[config.mk]
export PLATFORM = sky130hd
export DESIGN_NAME = mem_access_sequencer
export DESIGN_NICKNAME = d
export VERILOG_FILES = /design/src/rtl/mem_seq_pkg.sv /design/src/rtl/mem_read_assembler.sv /design/src/rtl/mem_access_sequencer.sv
export SDC_FILE = /design/constraint.sdc
export NUM_CORES = 1
export LEC_CHECK = 0
export CAP_MARGIN = 20
export CORE_MARGIN = 2
export CORE_UTILIZATION = 35
export DETAILED_ROUTE_END_ITERATION = 8
export GPL_TIMING_DRIVEN = 0
export PLACE_DENSITY = 0.66
export SETUP_SLACK_MARGIN = 0.15
export SYNTH_ARGS = -nofsm -noshare
export SYNTH_HDL_FRONTEND = slang
export SYNTH_SLANG_ARGS = --single-unit
[constraint.sdc]
create_clock -name clk -period 8.35 [get_ports clk]
set_input_delay 1.67 -clock clk [delete_from_list [all_inputs] [get_ports clk]]
set_output_delay 1.67 -clock clk [all_outputs]
set_load 0.005 [all_outputs]
[src/rtl/mem_seq_pkg.sv]
// Size codes, sequencer states and size decode shared by the load/store
// sequencer and the control unit's load/store decode.
package mem_seq_pkg;

    localparam logic [1:0] SZ_BYTE = 2'b00;
    localparam logic [1:0] SZ_HALF = 2'b01;
    localparam logic [1:0] SZ_WORD = 2'b10;

    typedef enum logic [1:0] {
        IDLE,
        ACCESS,
        DRAIN,
        RESP
    } seq_state_e;

    // The illegal code 11 maps to 4; such requests never reach the access phase.
    function automatic logic [2:0] size_to_bytes(input logic [1:0] size);
        case (size)
            SZ_BYTE: return 3'd1;
            SZ_HALF: return 3'd2;
            default: return 3'd4;
        endcase
    endfunction

endpackage

[src/rtl/mem_read_assembler.sv]
// Big-endian load assembly: each captured byte shifts in at the bottom of a
// 32-bit accumulator that is cleared when a new request is accepted.
module mem_read_assembler (
    input  logic        clk,
    input  logic        reset,
    input  logic        clear_i,
    input  logic        shift_en_i,
    input  logic [7:0]  byte_i,
    output logic [31:0] acc_next_o
);

    logic [31:0] acc_q;
    logic [31:0] acc_d;

    always_comb begin
        acc_d = acc_q;
        if (clear_i) begin
            acc_d = '0;
        end else if (shift_en_i) begin
            acc_d = (acc_q << 8) | {24'h000000, byte_i};
        end
    end

    always_ff @(posedge clk or posedge reset) begin
        if (reset) begin
            acc_q <= '0;
        end else begin
            acc_q <= acc_d;
        end
    end

    // Exposes the value including the byte landing this cycle so the final
    // byte can be folded into the response register without an extra cycle.
    assign acc_next_o = acc_d;

endmodule

[src/rtl/mem_access_sequencer.sv]
// Load/store initiator: turns one aligned request into 1, 2 or 4 big-endian
// byte accesses on the byte-wide memory port and returns a one-cycle response.
module mem_access_sequencer
    import mem_seq_pkg::*;
#(
    parameter int ADDR_W = 32
) (
    input  logic              clk,
    input  logic              reset,
    input  logic              req_valid,
    output logic              req_ready,
    input  logic              req_write,
    input  logic [1:0]        req_size,
    input  logic [ADDR_W-1:0] req_addr,
    input  logic [31:0]       req_wdata,
    output logic              mem_en,
    output logic              mem_rw,
    output logic [ADDR_W-1:0] mem_addr,
    output logic [7:0]        mem_wdata,
    input  logic [7:0]        mem_rdata,
    output logic              rsp_valid,
    output logic              rsp_err,
    output logic [31:0]       rsp_rdata
);

    seq_state_e        state_q, state_d;
    logic              ready_q, ready_d;
    logic              mem_en_q, mem_en_d;
    logic              mem_rw_q, mem_rw_d;
    logic [ADDR_W-1:0] mem_addr_q, mem_addr_d;
    logic [7:0]        mem_wdata_q, mem_wdata_d;
    logic              rsp_valid_q, rsp_valid_d;
    logic              rsp_err_q, rsp_err_d;
    logic [31:0]       rsp_rdata_q, rsp_rdata_d;
    logic              write_q, write_d;
    logic [ADDR_W-1:0] base_q, base_d;
    logic [31:0]       wdata_q, wdata_d;
    logic [2:0]        nbytes_q, nbytes_d;
    logic [1:0]        cnt_q, cnt_d;
    logic              rd_pend_q;

    logic              accept;
    logic              req_err;
    logic              last_byte;
    logic [1:0]        cnt_next;
    logic [31:0]       acc_next;

    // Byte k of an N-byte store is the (N-1-k)th byte lane of the right-aligned data.
    function automatic logic [7:0] store_byte(input logic [31:0] w, input logic [2:0] n,
                                              input logic [1:0] k);
        logic [1:0] lane;
        lane = 2'(n - 3'd1 - {1'b0, k});
        return w[{lane, 3'b000} +: 8];
    endfunction

    assign accept    = (state_q == IDLE) && req_valid;
    assign req_err   = (req_size == 2'b11)
                    || ((req_size == SZ_HALF) && req_addr[0])
                    || ((req_size == SZ_WORD) && (req_addr[1:0] != 2'b00));
    assign last_byte = ({1'b0, cnt_q} == (nbytes_q - 3'd1));
    assign cnt_next  = cnt_q + 2'd1;

    always_comb begin
        state_d     = state_q;
        ready_d     = ready_q;
        mem_en_d    = 1'b0;
        mem_rw_d    = mem_rw_q;
        mem_addr_d  = mem_addr_q;
        mem_wdata_d = mem_wdata_q;
        rsp_valid_d = 1'b0;
        rsp_err_d   = 1'b0;
        rsp_rdata_d = rsp_rdata_q;
        write_d     = write_q;
        base_d      = base_q;
        wdata_d     = wdata_q;
        nbytes_d    = nbytes_q;
        cnt_d       = cnt_q;

        case (state_q)
            IDLE: begin
                if (req_valid) begin
                    write_d  = req_write;
                    base_d   = req_addr;
                    wdata_d  = req_wdata;
                    nbytes_d = size_to_bytes(req_size);
                    cnt_d    = 2'd0;
                    ready_d  = 1'b0;
                    if (req_err) begin
                        state_d     = RESP;
                        rsp_valid_d = 1'b1;
                        rsp_err_d   = 1'b1;
                    end else begin
                        state_d     = ACCESS;
                        mem_en_d    = 1'b1;
                        mem_rw_d    = req_write;
                        mem_addr_d  = req_addr;
                        mem_wdata_d = store_byte(req_wdata, size_to_bytes(req_size), 2'd0);
                    end
                end
            end
            ACCESS: begin
                if (last_byte) begin
                    // Loads need one more cycle for the last read byte to arrive.
                    if (write_q) begin
                        state_d     = RESP;
                        rsp_valid_d = 1'b1;
                    end else begin
                        state_d = DRAIN;
                    end
                end else begin
                    cnt_d       = cnt_next;
                    mem_en_d    = 1'b1;
                    mem_addr_d  = base_q + ADDR_W'(cnt_next);
                    mem_wdata_d = store_byte(wdata_q, nbytes_q, cnt_next);
                end
            end
            DRAIN: begin
                state_d     = RESP;
                rsp_valid_d = 1'b1;
                rsp_rdata_d = acc_next;
            end
            RESP: begin
                state_d = IDLE;
                ready_d = 1'b1;
            end
            default: begin
                state_d = IDLE;
                ready_d = 1'b1;
            end
        endcase
    end

    always_ff @(posedge clk or posedge reset) begin
        if (reset) begin
            state_q     <= IDLE;
            ready_q     <= 1'b1;
            mem_en_q    <= 1'b0;
            mem_rw_q    <= 1'b0;
            mem_addr_q  <= '0;
            mem_wdata_q <= '0;
            rsp_valid_q <= 1'b0;
            rsp_err_q   <= 1'b0;
            rsp_rdata_q <= '0;
            write_q     <= 1'b0;
            base_q      <= '0;
            wdata_q     <= '0;
            nbytes_q    <= 3'd1;
            cnt_q       <= 2'd0;
            rd_pend_q   <= 1'b0;
        end else begin
            state_q     <= state_d;
            ready_q     <= ready_d;
            mem_en_q    <= mem_en_d;
            mem_rw_q    <= mem_rw_d;
            mem_addr_q  <= mem_addr_d;
            mem_wdata_q <= mem_wdata_d;
            rsp_valid_q <= rsp_valid_d;
            rsp_err_q   <= rsp_err_d;
            rsp_rdata_q <= rsp_rdata_d;
            write_q     <= write_d;
            base_q      <= base_d;
            wdata_q     <= wdata_d;
            nbytes_q    <= nbytes_d;
            cnt_q       <= cnt_d;
            rd_pend_q   <= mem_en_q & ~mem_rw_q;
        end
    end

    mem_read_assembler u_assembler (
        .clk        (clk),
        .reset      (reset),
        .clear_i    (accept),
        .shift_en_i (rd_pend_q),
        .byte_i     (mem_rdata),
        .acc_next_o (acc_next)
    );

    assign req_ready = ready_q;
    assign mem_en    = mem_en_q;
    assign mem_rw    = mem_rw_q;
    assign mem_addr  = mem_addr_q;
    assign mem_wdata = mem_wdata_q;
    assign rsp_valid = rsp_valid_q;
    assign rsp_err   = rsp_err_q;
    assign rsp_rdata = rsp_rdata_q;

endmodule

**After elaboration in Yosys (flattened, before gate mapping)**

Index checks and enable logic that the tools add are counted.

- Add/subtract/negate cells: 5
- Equal/unequal tests: 11
- Shifts and indexed selects: 2
- Multiplexer cells: 34
- Bitwise operators: 4
- Reduce and logical (&&, ||, !) cells: 16

Operator list:

| kind | count |
|---|---|
| $mux W32 | 5 |
| $pmux W32 S2 | 1 |
| $shiftx A32 B6 Y8 | 2 |
| $add A32 B2 Y32 | 1 |
| $or A32 B8 Y32 | 1 |
| $mux W8 | 3 |
| $mux W2 | 8 |
| $pmux W8 S2 | 1 |
| $mux W1 | 10 |
| $eq A2 B2 Y1 const B | 4 |
| $ne A2 B2 Y1 const B | 4 |
| $pmux W2 S4 | 1 |
| $pmux W3 S2 | 1 |
| $reduce_and A2 Y1 | 3 |
| $reduce_and A3 Y1 | 2 |
| $reduce_bool A2 Y1 | 3 |
| $eq A2 B1 Y1 const B | 2 |
| $logic_not A2 Y1 | 2 |
| $pmux W1 S2 | 2 |
| $pmux W2 S2 | 1 |
| $reduce_and A4 Y1 | 1 |
| $eq A2 B3 Y1 | 1 |
| $logic_and A1 B1 Y1 | 3 |
| $pmux W1 S3 | 1 |
| 7 further kinds | 9 |

- Bits in registers: 182
- Input port bits: 78
- Output and inout port bits: 77
- Logic and storage cells: 88

**Depth between registers and ports, before layout**

Gate-level depths: netlist of the first run.

- Depth in word-level cells: 12
- Mapped depth: 9
- Gate-level depth less buffers: 8

**Modules after synthesis**

A second synthesis of the first run with hierarchy kept.

- Cell total of the unflattened synthesis: 720
- Area, all modules: 8570.7 um2

By module, submodules not included:

| module | times used | cells an instance | area each (um2) | sequential area each (um2) |
|---|---|---|---|---|
| mem_access_sequencer | 1 | 616 | 7243.2 | 3756.1 |
| mem_read_assembler | 1 | 104 | 1327.5 | 800.8 |

**Worst setup path after synthesis of the first run**

No wires, ideal clock.

- Kind: input to register
- Start point: in req_size[0]
- End point: reg mem_addr_q[28] (netlist: mem_addr[28])
- Setup time: 0.110 ns
- Arrival time: 3.030 ns
- Required time: 8.240 ns
- Slack: 5.210 ns
- Stages: 8
- Path buffers: 3
- Path through: buf_2 nor2_1 a221oi_1 a211o_1 buf_2 buf_2 nand2_1 o41ai_1

- Longest elaborated chain between the ends: 6
- Elaborated cells on any way between the ends: 9
- Classes of those cells: eq/ne (4); reduce/logical (5)

Ends and longest elaborated chain:

| element | RTL line | source |
|---|---|---|
| start, declared | mem_access_sequencer.sv:13 | `input logic [1:0] req_size,` |
| $eq A2 B1 Y1 | mem_access_sequencer.sv:58 | `\|\| ((req_size == SZ_HALF) && req_addr[0])` |
| $logic_and A1 B1 Y1 | mem_access_sequencer.sv:58 |  |
| $logic_or A1 B1 Y1 | mem_access_sequencer.sv:58 |  |
| $logic_or A1 B1 Y1 (*) | mem_access_sequencer.sv:59 | `\|\| ((req_size == SZ_WORD) && (req_addr[1:0] != 2'b00));` |
| $ne A2 B2 Y1 (no line) (*) | -- |  |
| $reduce_and A4 Y1 (no line) (*) | -- |  |
| end signal, assigned | mem_access_sequencer.sv:155 | `mem_addr_q <= mem_addr_d;` |
| end, declared | mem_access_sequencer.sv:30 | `logic [ADDR_W-1:0] mem_addr_q, mem_addr_d;` |

Mark *: on every way between the ends. The rest lies on a longest branch, timed or not.
A chain may end at the register's enable or synchronous reset.

**Final worst setup path of the first run**

- Start point: in req_size[0]
- End point: reg mem_addr_q[31] (netlist: mem_addr[31])

The elaborated chain is that of the path after synthesis.

==> results of run 1 <==
[final cells by class]
cell class                      instances  area [um2]
Fill cell                            2285       13000
Buffer                                 50         196
Clock buffer                           17         425
Antenna cell                            1        2.50
Clock inverter                         15         204
Tap cell                              324         405
Inverter                               12        52.6
Sequential cell                       182        4560
Multi-Input combinational cell        624        3820
Timing Repair Buffer                  154        1560
[power groups by stage]
stage / Combinational, mW / Clock [mW] / Sequential (mW)
3_3_place_gp: 1.91 / 0 / 1.58
2_1_floorplan: 1.21 / 0 / 1.51
3_5_place_dp: 1.95 / 0 / 1.59
6_report: 1.93 / 0.839 / 1.58
4_1_cts: 1.96 / 0.856 / 1.58
5_1_grt: 2.14 / 0.889 / 1.62
[Yosys cell counts (all sizes together), types with 5 or more instances]
cell,n
nor3,7
and3,5
xnor2,8
a32o,5
nor2,57
mux4,8
clkbuf,39
and2,5
nand2,264
o21ai,42
inv,12
nand3,15
mux2i,60
ha,8
xor2,16
dfrtp,180
mux2,33
a21oi,17
o31ai,7
buf,11
nand4,9
[layer usage]
metal | wire, um | track usage, % | share of wire (%)
met4 | 473 | 6.78 | 2.0
met1 | 11400 | 26.8 | 47
met2 | 11200 | 29.9 | 46
met3 | 1110 | 2.92 | 4.6
met5 | 0 | 0 | 0
[metrics by stage]
| stage | hold slack (ps) | cell area [um2] |
|---|---|---|
| finish | 470 | 11200 |
| global route | 502 | 11200 |
| CTS | 478 | 11200 |
| detailed placement | 459 | 10600 |
| global placement | 451 | 10600 |
| floorplan | 437 | 8620 |
[final timing paths]
path,start,end,slack [ps],depth (start not counted)
max,req_size[0],mem_addr[31],4520,9
min,mem_rw,rd_pend_q,470,1
max reg2reg,cnt_q[0],mem_addr[31],5350,9
min reg2reg,mem_rw,rd_pend_q,470,1
max in group asynchronous,reset,state_q[0],5720,3
min in group asynchronous,reset,rsp_rdata[30],1660,2
[state kept, by name, indices dropped and copies added (netlist names)]
| register | cells |
|---|---|
| base_q | 32 |
| cnt_q | 2 |
| mem_addr | 32 |
| mem_en | 1 |
| mem_rw | 1 |
| mem_wdata | 8 |
| nbytes_q | 3 |
| rd_pend_q | 1 |
| req_ready | 1 |
| rsp_err | 1 |
| rsp_rdata | 32 |
| rsp_valid | 1 |
| state_q | 2 |
| u_assembler.acc_q | 32 |
| wdata_q | 32 |
| write_q | 1 |
[worst max-delay path, cell delays in order]
cell and delay, ps:
clkdlybuf4s50_1 510, buf_2 350, nor2_1 160, a221oi_1 460, a211o_1 200, buf_2 260
buf_2 360, nand2_1 90, o41ai_1 60
[cell families after synthesis]
logic type | Yosys count | synth area share [%]
XOR/XNOR | 24 | 2.61
flip-flops | 182 | 52.9
multiplexers | 101 | 13.5
buffers and inverters | 62 | 2.80
AO/OA/AOI/OAI | 103 | 7.68
adder cells (fa/ha/maj) | 9 | 1.39
AND/OR/NAND/NOR | 387 | 19.1
==> flow_summary.ini, run 1 <==
[pwr]
p_per_area_nw_per_um2 = 387
p_seq_share_pct = 36.3
switching_share_pct = 39.4
pwr-share-comb_pct = 44.4
netSwitchingPower_mw = 1.71
total_power_mw = 4.35
p_clk_share_pct = 19.3
ir_worst_vdd_mv = 0.166
intPower_mw = 2.64
power.leakage_nw = 5.06

[clocking]
cts.clk_slew.worst_paths_ps = 70
htree_levels = 4
ctsRootBufferMaster = clkbuf_16
clkSinkCount = 182
ctsResizeCount = 0
numCtsBuffers = 17
cts_tree = yes
post_cts_buffers = 0
cts.path.max_buffers = 2
postCtsHoldBufs = 0
worstSkewPairLatency_ps = 450

[setup_path]
startpoint_type = primary input
end_kind = flop
crit_arrival_ps = 4150
crit_fanout = 10
critical_path_class = primary input to flop
worstPathRequired_ps = 8680

[synthesis]
syn_nets = 955
ys_top_cells_by_area = dfrtp_1, nand2_1, mux2i_1
synth_area_um2 = 8620
yosys_most_used_dff = dfrtp_1
synth_top_area_cell = dfrtp_1
synth_seq_cells = 182
syn_avg_cell_area_um2 = 9.93
synth_top_area_share_pct = 52.3
synth-warning-count = 0
synth-edff-count = 0
async_flop_share_pct = 100
synth_seq_area_share_pct = 52.9
yosys.cell_types.count = 60
syn-instance-count = 868

[timing]
setup_slack_ps = 4520
finalCriticalPeriod_ps = 3830
final.period_utilization_pct = 45.8
tightest_slew_ps = 873
finClkSkew_ps = 16.6
maxSlewViolCount = 0
fin_tns_setup_ps = 0
hold_viol_final = 0
setup_viol = 0
rsz0062_at_grt = no
fmax_ghz = 0.261
maxSlewHeadroom_pct = 41.8

[place]
place_ws_ps = 4080
portBuffers = 153
placed_cells = 1346
place.gp.congestion = 0.887
post-dp-hpwl_mm = 17.3

[detailed_routing]
vias_per_cell = 5.02
ant_nets = 0
avgRoutedWirePerCell_um = 17.5
first_pass_iters = 5
drc = 0
vias = 6917
wl_mm = 24.2
first_iter_violations = 461

[final_layout]
nNetsFinal = 1128
fin_util_pct = 46.3
instances_no_fill = 1379
final_common_cell = nand2_1
syn2layout_area_growth_pct = 30.2
layout-drive-gt1-share_pct = 8.35
layout_common_cells = nand2_1, dfrtp_1, clkdlybuf4s50_1, mux2i_1, nor2_1

[floorplan]
die_h_um = 161
core-area_um2 = 24200
rows = 57
chipWidth_um = 161
initial_core_util_pct = 35.5
die-area_um2 = 25900
pin_count = 155

[global_route]
antenna_found_initial = 1
grt_pass1_vias = 6753
grt_max_degree = 116
grt_usage_pct = 19.0
grt.overflow.total = 0
grt_pass1_wl_mm = 38.2

[job]
maxCapViolations = 0

[hold_path]
hold_class = flop to flop

[outcome]
outcome = completed
Note: power is estimated with default switching activity, not from simulation.
==> inputs of run 2 (changes only) <==
--- a/config.mk
+++ b/config.mk
@@ -10,7 +10,7 @@
 export CORE_UTILIZATION = 35
 export DETAILED_ROUTE_END_ITERATION = 8
 export GPL_TIMING_DRIVEN = 0
-export PLACE_DENSITY = 0.66
+export PLACE_DENSITY = 0.68
 export SETUP_SLACK_MARGIN = 0.15
 export SYNTH_ARGS = -nofsm -noshare
 export SYNTH_HDL_FRONTEND = slang
==> constraint.sdc (replaced) <==
create_clock -name clk -period 3.2 [get_ports clk]
set_input_delay 0.64 -clock clk [delete_from_list [all_inputs] [get_ports clk]]
set_output_delay 0.64 -clock clk [all_outputs]
set_load 0.005 [all_outputs]
==> run 2 against run 1 <==
Die area is the same. First-iteration DRC count up 16%. Register-to-register slack worse by 5000 ps. Largest power group unchanged. Critical path depth down 3. Critical endpoint is now mem_addr[22]. Sequential power rose to 2.6 times the previous value. Critical path type is now flop to flop. Final area grew 0.68%. Utilization rose by 0.31 points. Non-clock buffer count increased by 6. Largest cell class unchanged. Global-route usage increased by 0.36 points. Final cell count rose by 0.36%.
==> flow_summary.ini, run 2 (synthesis gave the netlist of run 1 again) <==
[hold_path]
hold_end = rd_pend_q
hold_class = flop to flop
hp-start = mem_rw
whs_path_depth = 1

[final_layout]
diodes = 0
final_common_cell = nand2_1
layout-drive-gt1-share_pct = 9.43
syn2layout_area_growth_pct = 31.1
fin_util_pct = 46.6
layout_common_cells = nand2_1, dfrtp_1, clkdlybuf4s50_1, mux2i_1, nor2_1
nNetsFinal = 1134

[timing]
fin_hold_ws_ps = 465
setup_slack_ps = 347
final.period_utilization_pct = 89.1
finClkSkew_ps = 14.4
rsz0062_at_grt = no
hold_viol_final = 0
tightest_slew_ps = 879
maxSlewHeadroom_pct = 41.4
setup_viol = 0
maxSlewViolCount = 0
finalCriticalPeriod_ps = 2850
fmax_ghz = 0.351

[setup_path]
startpoint_type = flop
reg2reg_from = state_q[1]
crit_fanout = 10
rr_worst_depth = 6
r2r-end = mem_addr[22]
worstPathRequired_ps = 3540
r2r_setup_slack_ps = 350
critical_path_class = flop to flop
crit_arrival_ps = 3190
end_kind = flop

[clocking]
ctsRootBufferMaster = clkbuf_16
cts.path.max_buffers = 2
numCtsBuffers = 17
worstSkewPairLatency_ps = 440
postCtsHoldBufs = 0
cts.clk_slew.worst_paths_ps = 80
clkSinkCount = 182
cts_tree = yes
htree_levels = 4

[global_route]
grt_pass1_vias = 7007
antenna_found_initial = 0
grt_max_degree = 40
grt_usage_pct = 19.4
grt_pass1_wl_mm = 39.0
grt.overflow.total = 0

[detailed_routing]
first_pass_iters = 5
vias = 6996
vias_per_cell = 5.05
avgRoutedWirePerCell_um = 17.8
ant_nets = 0
first_iter_violations = 533
wl_mm = 24.6
drc = 0

[outcome]
outcome = completed

[floorplan]
rows = 57
die_h_um = 161
pin_count = 155
die-area_um2 = 25900
chipWidth_um = 161
core-area_um2 = 24200
initial_core_util_pct = 35.5

[pwr]
p_per_area_nw_per_um2 = 1000
power.leakage_nw = 5.12
ir_worst_vdd_mv = 0.503

[place]
portBuffers = 153
place.gp.congestion = 0.881
place_ws_ps = -52.3
post-dp-hpwl_mm = 17.6

[job]
maxCapViolations = 0
==> run 2: area by class of cell <==
| class | instances | area (um2) |
|---|---|---|
| plain buffers | 50 | 203 |
| clock buffers | 17 | 425 |
| clock inverters | 15 | 180 |
| fillers | 2276 | 12900 |
| inverters | 12 | 48.8 |
| multi-input cells | 624 | 3830 |
| flip-flops and latches | 182 | 4560 |
| well taps | 324 | 405 |
| repair buffers | 160 | 1650 |
==> run 2: routing by layer <==
layer | up-vias | GRT usage (%) | part of all wire, %
li1 | 3306 | - | -
met1 | 3393 | 27.2 | 45
met2 | 264 | 30.8 | 47
met3 | 33 | 3.46 | 6.2
met4 | 0 | 5.72 | 1.6
met5 | - | 0 | 0
==> run 2: critical path: stages, from the launching register on <==
cell and delay, ps:
dfrtp_1 440, inv_1 120, ha_1 330, clkbuf_1 440, buf_1 680, nand2_1 460
o221ai_1 290
==> run 2: through the flow <==
| step | instances | TNS (ps) | power, mW | cell area, um2 |
|---|---|---|---|---|
| final | 1384 | 0 | 11.4 | 11300 |
| after floorplan | 868 | 0 | 7.11 | 8620 |
| after global placement | 1345 | -240300 | 9.11 | 10600 |
| after global routing | 1384 | 0 | 12.2 | 11300 |
| after detailed placement | 1350 | -181 | 9.24 | 10700 |
| after CTS | 1382 | 0 | 11.4 | 11300 |
==> run 2: what timing repair did <==
item | 4_1_cts | 5_1_grt
setup buffers | 0 | 2
endpoints found under the setup margin | 0 | 83
resized for setup | 0 | 12
==> run 2: worst max path at each step <==
stage,from,end,slack [ps]
CTS,cnt_q[1],mem_addr[28],170
global route,state_q[1],mem_addr[22],180
global placement,reset,mem_addr[16],-1340
detailed placement,req_size[1],mem_addr[31],-50
finish,state_q[1],mem_addr[22],350
floorplan,reset,base_q[0],230
==> run 2: report_power, final <==
part | internal [mW] | total (mW) | switching (mW)
sequential | 3.34 | 4.11 | 0.767
combinational | 2.48 | 5.11 | 2.63
clock | 1.06 | 2.14 | 1.08
